$ cat src/rtl/ifu_pkg.sv
// Shared types and constants for the instruction fetch unit.
package ifu_pkg;

   typedef enum logic [1:0] {
      ST_REQ  = 2'd0,
      ST_WAIT = 2'd1,
      ST_HOLD = 2'd2,
      ST_HALT = 2'd3
   } ifu_state_e;

   localparam logic [31:0] INSTR_EBREAK     = 32'h0010_0073;
   localparam logic [31:0] INSTR_NOP        = 32'h0000_0013;
   localparam logic [31:0] DEFAULT_RESET_PC = 32'h8000_0000;

endpackage

$ cat src/rtl/ifu_perf_cnt.sv
// Free-running wrap-around event counter with synchronous clear.
module ifu_perf_cnt #(
   parameter int unsigned W = 32
) (
   input  logic         clk,
   input  logic         clr_i,
   input  logic         en_i,
   output logic [W-1:0] cnt_o
);

   logic [W-1:0] cnt_q;

   always_ff @(posedge clk) begin
      if (clr_i) begin
         cnt_q <= '0;
      end else if (en_i) begin
         cnt_q <= cnt_q + W'(1);
      end
   end

   assign cnt_o = cnt_q;

endmodule

$ cat src/rtl/ifu_fetch.sv
// RV32 instruction fetch: owns the PC, single outstanding imem read, valid/ready to decode.
// Optional retired-fetch counter on fetch_cnt when IFU_PERF_EN is defined.
module ifu_fetch
   import ifu_pkg::*;
#(
   parameter int unsigned          XLEN     = 32,
   parameter logic [XLEN-1:0]      RESET_PC = DEFAULT_RESET_PC
) (
   input  logic            clk,
   input  logic            rst,
   output logic            imem_req_valid,
   input  logic            imem_req_ready,
   output logic [XLEN-1:0] imem_req_addr,
   input  logic            imem_rsp_valid,
   input  logic [XLEN-1:0] imem_rsp_data,
   input  logic            redirect_valid,
   input  logic [XLEN-1:0] redirect_pc,
   output logic            out_valid,
   input  logic            out_ready,
   output logic [XLEN-1:0] out_pc,
   output logic [XLEN-1:0] out_instr,
`ifdef IFU_PERF_EN
   output logic            halted,
   output logic [31:0]     fetch_cnt
`else
   output logic            halted
`endif
);

   ifu_state_e      state_q, state_d;
   logic [XLEN-1:0] pc_q, pc_d;
   logic            drop_q, drop_d;
   logic [XLEN-1:0] out_pc_q, out_pc_d;
   logic [XLEN-1:0] out_instr_q, out_instr_d;

   logic [XLEN-1:0] redir_pc;
   logic [1:0]      redirect_lsb_unused;

   assign redir_pc            = {redirect_pc[XLEN-1:2], 2'b00};
   assign redirect_lsb_unused = redirect_pc[1:0];

   always_ff @(posedge clk) begin
      if (rst) begin
         state_q     <= ST_REQ;
         pc_q        <= RESET_PC;
         drop_q      <= 1'b0;
         out_pc_q    <= '0;
         out_instr_q <= XLEN'(INSTR_NOP);
      end else begin
         state_q     <= state_d;
         pc_q        <= pc_d;
         drop_q      <= drop_d;
         out_pc_q    <= out_pc_d;
         out_instr_q <= out_instr_d;
      end
   end

   // Redirect outranks every other event except in HALT.
   always_comb begin
      state_d     = state_q;
      pc_d        = pc_q;
      drop_d      = drop_q;
      out_pc_d    = out_pc_q;
      out_instr_d = out_instr_q;
      case (state_q)
         ST_REQ: begin
            if (redirect_valid) begin
               pc_d = redir_pc;
               if (imem_req_ready) begin
                  drop_d  = 1'b1;
                  state_d = ST_WAIT;
               end
            end else if (imem_req_ready) begin
               state_d = ST_WAIT;
            end
         end
         ST_WAIT: begin
            if (redirect_valid) begin
               pc_d = redir_pc;
               if (imem_rsp_valid) begin
                  drop_d  = 1'b0;
                  state_d = ST_REQ;
               end else begin
                  drop_d = 1'b1;
               end
            end else if (imem_rsp_valid) begin
               if (drop_q) begin
                  drop_d  = 1'b0;
                  state_d = ST_REQ;
               end else begin
                  out_pc_d    = pc_q;
                  out_instr_d = imem_rsp_data;
                  state_d     = ST_HOLD;
               end
            end
         end
         ST_HOLD: begin
            if (redirect_valid) begin
               pc_d    = redir_pc;
               state_d = ST_REQ;
            end else if (out_ready) begin
               pc_d    = pc_q + XLEN'(4);
               state_d = (out_instr_q == XLEN'(INSTR_EBREAK)) ? ST_HALT : ST_REQ;
            end
         end
         ST_HALT: begin
            state_d = ST_HALT;
         end
         default: begin
            state_d = ST_REQ;
         end
      endcase
   end

   assign imem_req_valid = (state_q == ST_REQ);
   assign imem_req_addr  = pc_q;
   assign out_valid      = (state_q == ST_HOLD);
   assign out_pc         = out_pc_q;
   assign out_instr      = out_instr_q;
   assign halted         = (state_q == ST_HALT);

`ifdef IFU_PERF_EN
   logic hs_c;
   assign hs_c = (state_q == ST_HOLD) && out_ready && !redirect_valid;

   ifu_perf_cnt #(.W(32)) u_perf_cnt (
      .clk   (clk),
      .clr_i (rst),
      .en_i  (hs_c),
      .cnt_o (fetch_cnt)
   );
`endif

endmodule

$ cat config.mk
export PLATFORM = sky130hd
export DESIGN_NAME = ifu_fetch
export DESIGN_NICKNAME = d
export VERILOG_FILES = /design/src/rtl/ifu_pkg.sv /design/src/rtl/ifu_perf_cnt.sv /design/src/rtl/ifu_fetch.sv
export SDC_FILE = /design/constraint.sdc
export NUM_CORES = 1
export LEC_CHECK = 0
export CAP_MARGIN = 20
export CELL_PAD_IN_SITES_DETAIL_PLACEMENT = 1
export CELL_PAD_IN_SITES_GLOBAL_PLACEMENT = 2
export CORE_MARGIN = 4
export CORE_UTILIZATION = 26
export CTS_CLUSTER_SIZE = 28
export DETAILED_ROUTE_END_ITERATION = 12
export GPL_TIMING_DRIVEN = 0
export PLACE_DENSITY = 0.94
export SLEW_MARGIN = 20
export SYNTH_ARGS = -nofsm -noshare
export SYNTH_HDL_FRONTEND = slang
export SYNTH_SLANG_ARGS = --single-unit
$ cat constraint.sdc
create_clock -name clk -period 4.95 [get_ports clk]
set_clock_uncertainty 0.05 [all_clocks]
set_input_delay 0.99 -clock clk [delete_from_list [all_inputs] [get_ports clk]]
set_output_delay 0.99 -clock clk [all_outputs]
set_load 0.01 [all_outputs]
==> results.toml <==
[flow_run]
cap_violations = 0

[setup_path]
cp_max_fo = 10
cp_num_buf_inv = 4
critPathCaptureType = "flop"
cp_top_family = "buffers and inverters"
path_class = "in2reg"
cpMostUsedCell = "clkbuf_1"
slowest_delay_ns = 0.52
cp_slowest_cell = "clkdlybuf4s50_1"
crit_arrival_ns = 3.54
required_ns = 5.18
crit_chain = "clkdlybuf4s50_1 -> clkbuf_1 -> clkbuf_1 -> nor2_1 -> nand2_1 -> clkbuf_1 -> nand2_1 -> a21oi_1"
cp-start-kind = "input port"

[yosys]
yosys.area.top_type = "dfxtp_1"
avgSynthCellArea_um2 = 7.677
syn_inst = 590
ys.flop_type = "dfxtp_1"
ys_ff_latch = 95
synth_edf_count = 0
synth_cell_types = 65
yosysWarnings = 0
synthesis.area_um2 = 4529
netlist.area_leader.share_pct = 41.99
synthArstFlopShare_pct = 0
yosys-top-cells-area = "dfxtp_1 42%, nand2_1 13%, a21oi_1 9.4%"
seq_area_frac_synth_pct = 41.99

[power_and_ir_drop]
fin_total_pwr_mw = 1.824
power-per-cell-area_nw_per_um2 = 270.8
p_leak_nw = 2.355
peakVddDrop_uv = 196.5

[clock_network]
cts_made_buffers = 9
clkLatencyLatePin_ns = 0.36
htreeDepth = 3
cts_root_buf = "clkbuf_16"
path_clk_slew_ns = 0.07
cts_setup_buffers = 0
clockBufferDepth = 2
cts_hold_buf = 0
cts_tree = "yes"
cts-resized-gates = 0
clock_sinks = 95

[timing]
rsz0062_at_grt = "false"
setup_viol = 0
fin_setup_tns_ns = 0
fin_crit_ns = 3.314
finalCritPeriodShare_pct = 66.96
holdWs_ns = 0.4048
slew_headroom_pct = 40.38
fmax_mhz = 301.7
finalHoldViolations = 0
worstMarginPinSlew_ns = 0.8895
maxSlewViolCount = 0

[hold_path]
hp-class = "reg2reg"

[floorplan]
core_area_um2 = 16820
die_x_um = 140.0
num_rows = 47
pin_count = 169
die_area_um2 = 19600
start_util_pct = 26.93
dieHeight_um = 140.0

[outcome]
status = "finished, final reports clean"

[finish]
drive_gt1_share_pct = 4.935
nNetsFinal = 836
final_common_cell = "clkdlybuf4s50_1"
final_cell_mix = "161 x clkdlybuf4s50_1, 159 x nand2_1, 95 x dfxtp_1"
syn_to_final_growth_pct = 48.67
diodes = 0
final_cell_area_um2 = 6734
stdcell_count = 990

[route]
drt_first_pass_iters = 5
routed_wl_um = 18490
antenna_left = 0
detail_route.wl_per_cell_um = 18.67
drc_errors = 0
drt_iter0_drc = 306
vias = 5021
viasPerCell = 5.072

[global_routing]
first_global_vias = 5220
antenna_found_initial = 0
grt_max_degree = 17
grt_first_pass_wirelength_um = 29130
grtUsageTotal_pct = 18.64
grt-ovfl-total = 0

[placement]
placed_cells = 974
dpl-instance-area_um2 = 6427
portBuffers = 161
dpl.hpwl_um = 13870
place.gp.congestion = 0.8401
[logic make-up after synthesis]
group / share of synthesized area (%)
simple gates: 28.92
buf+inv: 5.248
mux: 2.486
other cells: 0.08279
flops: 41.99
compound gates: 21.00
fa+ha+maj: 0.2762
[final cells by class]
type | instances | area, µm²
clock buffer | 10 | 239.0
tap | 220 | 275.3
buffer | 44 | 219.0
multi-input combinational | 449 | 2401
timing repair buffer | 161 | 1612
sequential | 95 | 1902
inverter | 5 | 18.77
fill | 2079 | 10080
clock inverter | 6 | 67.56
[registers in the layout (all words and copies together) (netlist names)]
name and flops:
out_instr 32, imem_req_addr 30, state_q 2, drop_q 1, out_pc 30
[per-stage QoR]
stage               worst slack, ns  utilization (%)
global route                  1.421            40.04
finish                        1.636            40.04
detailed placement            1.288            38.22
CTS                           1.664            40.04
global placement              1.309            38.22
floorplan                     2.459                -
[layer usage]
layer | part of all wire [%] | vias to the layer above | global-route usage [%]
li1 | - | 2436 | -
met1 | 45 | 2398 | 24.99
met2 | 47 | 155 | 30.16
met3 | 5.1 | 32 | 3.374
met4 | 2.5 | 0 | 6.578
met5 | 0 | - | 0
[worst min-delay path, stage by stage, from the launching register on]
cell and delay, ns:
dfxtp_1 0.31, nand2_1 0.05, a21oi_1 0.05
[final timing paths]
check	start	slack (ns)	cells after the start	endpoint
worst min register to register	out_pc[9]	0.40	2	out_pc[9]
worst max-delay path	redirect_valid	1.64	8	out_pc[2]
worst max register to register	imem_req_addr[2]	2.25	6	imem_req_addr[30]
worst min-delay path	out_pc[9]	0.40	2	out_pc[9]
[cell usage after synthesis, types with 2 or more instances]
cell,n
a211oi_1,6
a21oi_1,85
a22o_1,2
a22oi_1,2
a311oi_1,2
a31oi_1,6
a32o_1,5
and2_1,2
and3_1,10
and4_1,3
buf_4,4
buf_6,3
clkbuf_1,33
dfxtp_1,95
inv_1,4
mux2_2,2
mux2i_1,9
nand2_1,159
nand3_1,15
nand4_1,11
nand4_4,2
nor2_1,31
nor2b_1,7
nor3_1,6
nor4_1,7
nor4_2,2
nor4b_1,2
o211ai_1,2
o21a_1,4
o21ai_0,20
o22ai_1,5
o2bb2ai_1,3
o31ai_1,3
o32ai_1,2
or2_2,2
or3_1,2
or4_1,4
[report_power, final]
part	switching (mW)	internal [mW]	leakage, nW
logic	0.119	0.134	1.43
clock network	0.329	0.410	0.151
registers	0.0418	0.790	0.774
Power figures use the tool's default switching activity.
